[config.mk]
export PLATFORM = sky130hd
export DESIGN_NAME = shifter_iter
export DESIGN_NICKNAME = d
export VERILOG_FILES = /design/src/rtl/shifter_iter.sv
export SDC_FILE = /design/constraint.sdc
export NUM_CORES = 1
export LEC_CHECK = 0
export CAP_MARGIN = 5
export CORE_ASPECT_RATIO = 0.6
export CORE_MARGIN = 3
export CORE_UTILIZATION = 60
export CTS_BUF_LIST = sky130_fd_sc_hd__clkbuf_4 sky130_fd_sc_hd__clkbuf_8
export DETAILED_ROUTE_END_ITERATION = 10
export DONT_BUFFER_PORTS = 1
export PLACE_DENSITY = 0.79
export SLEW_MARGIN = 40
export SYNTH_ARGS = -nofsm -noshare
export SYNTH_HDL_FRONTEND = slang
export SYNTH_SLANG_ARGS = --single-unit
[constraint.sdc]
create_clock -name clk -period 1.8 [get_ports clk]
set_input_delay 0.36 -clock clk [delete_from_list [all_inputs] [get_ports clk]]
set_output_delay 0.36 -clock clk [all_outputs]
set_load 0.01 [all_outputs]
[src/rtl/shifter_iter.sv]
// shifter_iter: multi-cycle shift/rotate unit. It applies at most STEP bit positions per clock.
// Ports:
//   clk, rst             - clock and synchronous active-high reset
//   in_valid, in_ready   - operand handshake; in_ready is high only while idle
//   data_in, amt, op     - operand, unsigned shift amount, operation code
//   out_valid, out_ready - result handshake; out_valid is high only while done
//   data_out, err        - registered result; err is set when the op was illegal
module shifter_iter #(
    parameter int unsigned WIDTH = 16,
    parameter int unsigned STEP  = 4,
    parameter int unsigned SHW   = $clog2(WIDTH)
) (
    input  logic             clk,
    input  logic             rst,
    input  logic             in_valid,
    output logic             in_ready,
    input  logic [WIDTH-1:0] data_in,
    input  logic [SHW-1:0]   amt,
    input  logic [2:0]       op,
    output logic             out_valid,
    input  logic             out_ready,
    output logic [WIDTH-1:0] data_out,
    output logic             err
);

    // One extra bit so that STEP == WIDTH is representable.
    localparam int unsigned KW = SHW + 1;

    localparam logic [1:0] S_IDLE = 2'd0;
    localparam logic [1:0] S_RUN  = 2'd1;
    localparam logic [1:0] S_DONE = 2'd2;

    localparam logic [2:0] OP_ROL = 3'b000;
    localparam logic [2:0] OP_SLL = 3'b001;
    localparam logic [2:0] OP_SRA = 3'b010;
    localparam logic [2:0] OP_SRL = 3'b011;
    localparam logic [2:0] OP_ROR = 3'b100;

    logic [1:0]       state, state_n;
    logic [WIDTH-1:0] data, data_n;
    logic [SHW-1:0]   rem, rem_n;
    logic [2:0]       op_q, op_n;
    logic             err_n;
    logic             in_ready_n, out_valid_n;

    logic [KW-1:0]      k;
    logic [SHW-1:0]     rem_left;
    logic [2*WIDTH-1:0] dbl_l, dbl_r;
    logic [WIDTH-1:0]   step_data;

    // Single shift stage: move data by k = min(rem, STEP) for the latched op.
    always_comb begin
        k        = (KW'(rem) < KW'(STEP)) ? KW'(rem) : KW'(STEP);
        rem_left = rem - SHW'(k);
        // Rotates come from a doubled word, so the bits that leave one end wrap in at the other.
        dbl_l    = {data, data} << k;
        dbl_r    = {data, data} >> k;
        case (op_q)
            OP_ROL:  step_data = dbl_l[2*WIDTH-1:WIDTH];
            OP_SLL:  step_data = data << k;
            OP_SRA:  step_data = $signed(data) >>> k;
            OP_SRL:  step_data = data >> k;
            OP_ROR:  step_data = dbl_r[WIDTH-1:0];
            default: step_data = data;
        endcase
    end

    // Next-state and register-input logic.
    always_comb begin
        state_n = state;
        data_n  = data;
        rem_n   = rem;
        op_n    = op_q;
        err_n   = err;
        case (state)
            S_IDLE: begin
                if (in_valid) begin
                    data_n = data_in;
                    rem_n  = amt;
                    op_n   = op;
                    if (op > OP_ROR) begin
                        err_n   = 1'b1;
                        state_n = S_DONE;
                    end else begin
                        err_n   = 1'b0;
                        state_n = (amt == '0) ? S_DONE : S_RUN;
                    end
                end
            end
            S_RUN: begin
                data_n = step_data;
                rem_n  = rem_left;
                if (rem_left == '0) begin
                    state_n = S_DONE;
                end
            end
            S_DONE: begin
                if (out_ready) begin
                    state_n = S_IDLE;
                end
            end
            default: state_n = S_IDLE;
        endcase
        in_ready_n  = (state_n == S_IDLE);
        out_valid_n = (state_n == S_DONE);
    end

    // State and output registers.
    always_ff @(posedge clk) begin
        if (rst) begin
            state     <= S_IDLE;
            data      <= '0;
            rem       <= '0;
            op_q      <= '0;
            err       <= 1'b0;
            in_ready  <= 1'b1;
            out_valid <= 1'b0;
        end else begin
            state     <= state_n;
            data      <= data_n;
            rem       <= rem_n;
            op_q      <= op_n;
            err       <= err_n;
            in_ready  <= in_ready_n;
            out_valid <= out_valid_n;
        end
    end

    // The data register is the result register; it does not change while done.
    assign data_out = data;

endmodule
==> impl_metrics.json <==
{
  "status": "completed",
  "drv_cap": 0,
  "layout.nets": 454,
  "fmax_mhz": 557,
  "period_share_pct": 99.8,
  "h-tree-depth": 1,
  "core_um2": 4660,
  "power_density_nw_per_um2": 723,
  "row_count": 19,
  "fin_crit_ns": 1.80,
  "hpwl_mm": 8.07,
  "cp_data_arrival_time_ns": 2.00,
  "grt_max_degree": 28,
  "cts_tree": "built",
  "synth-edff-count": 0,
  "antenna_cells": 0,
  "via_count": 3458,
  "cts.sinks": 28,
  "holdPathStages": 1,
  "p_leak_nw": 1.45,
  "final_max_slew_viol_count": 0,
  "fin_skew_ns": 0.00355,
  "cts_made_buffers": 3,
  "grt_pass1_vias": 3131,
  "critPathKind": "register to register",
  "utilization_pct": 80.2,
  "grt_pass1_wl_mm": 16.7,
  "vdd_ir_drop_max_v": 0.000476,
  "hold_violations": 0,
  "fillers": 327,
  "vias_per_cell": 7.12,
  "postSynthCellCount": 372,
  "instances_no_fill": 486,
  "path_clk_slew_ns": 0.10,
  "ant_nets": 0,
  "drive_gt1_share_pct": 35.9,
  "port_buffers": 0,
  "setup_tns_ns": 0,
  "synth_area_um2": 2950,
  "dieArea_um2": 5820,
  "drt_first_pass_iters": 6,
  "setup_viol": 0,
  "start_util_pct": 63.2,
  "die_w_um": 96.5,
  "critPathMaxFanout": 4,
  "critPathRequiredTime_ns": 2.01,
  "wire_per_inst_um": 22.7,
  "clockBufferDepth": 2,
  "synth_nets": 401,
  "syn_area_per_cell_um2": 7.92,
  "drc": 0,
  "die_y_um": 60.3,
  "hold_class": "input port to register",
  "synth-seq-cells": 28,
  "grt_antenna_before_repair": 0,
  "drtIter0Drc": 560,
  "rsz0062_at_grt": "true",
  "design.portCount": 46,
  "cts_root_buffer": "clkbuf_8",
  "place.gp.congestion": 1.01,
  "cp-start-kind": "register",
  "fin_ws_ns": 0.00447,
  "ys_warn_count": 0,
  "post-place-ws_ns": -0.108,
  "ys_seq_area_share_pct": 19.0,
  "synth_flop_cell": "dfxtp_1",
  "wl_mm": 11.1,
  "synthArstFlopShare_pct": 0,
  "worst_r2r_path_depth": 6,
  "crit_path_end_kind": "register",
  "grt_use_total_pct": 38.2,
  "grt.overflow.total": 0,
  "clk_latency_ns": 0.28,
  "syn2layout_area_growth_pct": 26.8,
  "dp.cells": 478,
  "synth_cell_type_count": 65
}
synthesized netlist by cell type (5+ instances only):
library cell  number  share of area (%)
nand3_1           13                2.2
a21oi_1           21                3.6
a221oi_1           6                1.8
a211oi_1           6                1.5
o21ai_0           24                4.1
dfxtp_1           28                 19
nor3_1            11                1.9
nor2b_1           11                2.3
or3_1              5                1.1
a311oi_1           6                1.8
buf_2             11                1.9
a31oi_1            9                1.9
nand2b_1           9                1.9
mux2i_1           15                5.1
mux4_2            12                9.2
nand2_1           31                3.9
nor2_1            34                4.3
clkbuf_1          23                2.9
mux2_2            10                3.8
critical path, stage by stage (launching register included):
cell and delay [ns]:
dfxtp_4 0.38, buf_6 0.13, nor3b_4 0.25, a21oi_2 0.10
a22o_1 0.23, a221o_1 0.39, a221oi_2 0.24
logic make-up after synthesis:
kind of cell,share of synthesized area (%)
DFF,19.0
adders and majority gates,0.849
and+or+nand+nor,24.9
AOI/OAI and AO/OA,27.0
muxes,20.8
buffers and inverters,7.22
other,0.255
area by class of cell:
type | instances | area (um^2) | share of cell area (%)
Inverter | 3 | 11.3 | 0.301
Timing Repair Buffer | 90 | 734 | 19.7
Multi-Input combinational cell | 299 | 2290 | 61.3
Tap cell | 63 | 78.8 | 2.11
Clock buffer | 3 | 41.3 | 1.10
Sequential cell | 28 | 582 | 15.6
repair_timing:
action	4_1_cts	5_1_grt
setup endpoints to repair	17	18
gates resized for setup	14	34
pin swaps	7	13
hold buffers	0	0
endpoints found under the hold margin	0	0
setup buffers	1	3
gates cloned	1	0
cells in the final DEF, fill, tap and decap left out, drive strengths merged, types with 4 or more instances in the layout:
cell type / n
mux2i: 15
nor2b: 11
a21oi: 22
or2: 4
nand2b: 9
dfxtp: 28
nor2: 35
mux2: 10
a211oi: 6
a31oi: 10
o21ai: 24
nor3: 11
nand2: 31
a221oi: 7
or3b: 4
nand3: 13
a311oi: 6
a22oi: 4
nor3b: 6
buf: 90
or3: 5
mux4: 15
registers in the layout (all words and copies together), names as in the netlist:
name / count
err: 1
rem: 4
data_out: 16
op_q: 3
state: 2
out_valid: 1
in_ready: 1
per-stage QoR:
stage	cell area, um^2	hold slack (ns)	total power, mW
2_1_floorplan	2970	0.507	1.66
3_3_place_gp	3490	0.430	2.15
3_5_place_dp	3490	0.432	2.17
4_1_cts	3590	0.130	2.56
5_1_grt	3740	0.121	2.82
6_report	3740	0.128	2.70
path summary, 6_finish.rpt:
path | start | endpoint | slack [ns]
setup / recovery | rem[3] | data_out[10] | 0.004
hold / removal | rst | op_q[0] | 0.13
setup reg to reg | rem[3] | data_out[10] | 0.004
hold reg to reg | op_q[0] | op_q[0] | 0.58
metal layers:
metal | track usage (%) | up-vias | part of all wire (%)
met5 | 0 | - | 0.34
met4 | 5.59 | 2 | 1.5
met3 | 9.56 | 29 | 16
met2 | 55.1 | 302 | 41
met1 | 58.0 | 1614 | 41
li1 | - | 1511 | -
power by group:
part / switching [mW] / internal [mW] / total [mW]
clock network: 0.213 / 0.151 / 0.364
registers: 0.133 / 0.690 / 0.822
logic: 0.786 / 0.729 / 1.51
total: 1.13 / 1.57 / 2.70
Power figures use the tool's default switching activity.
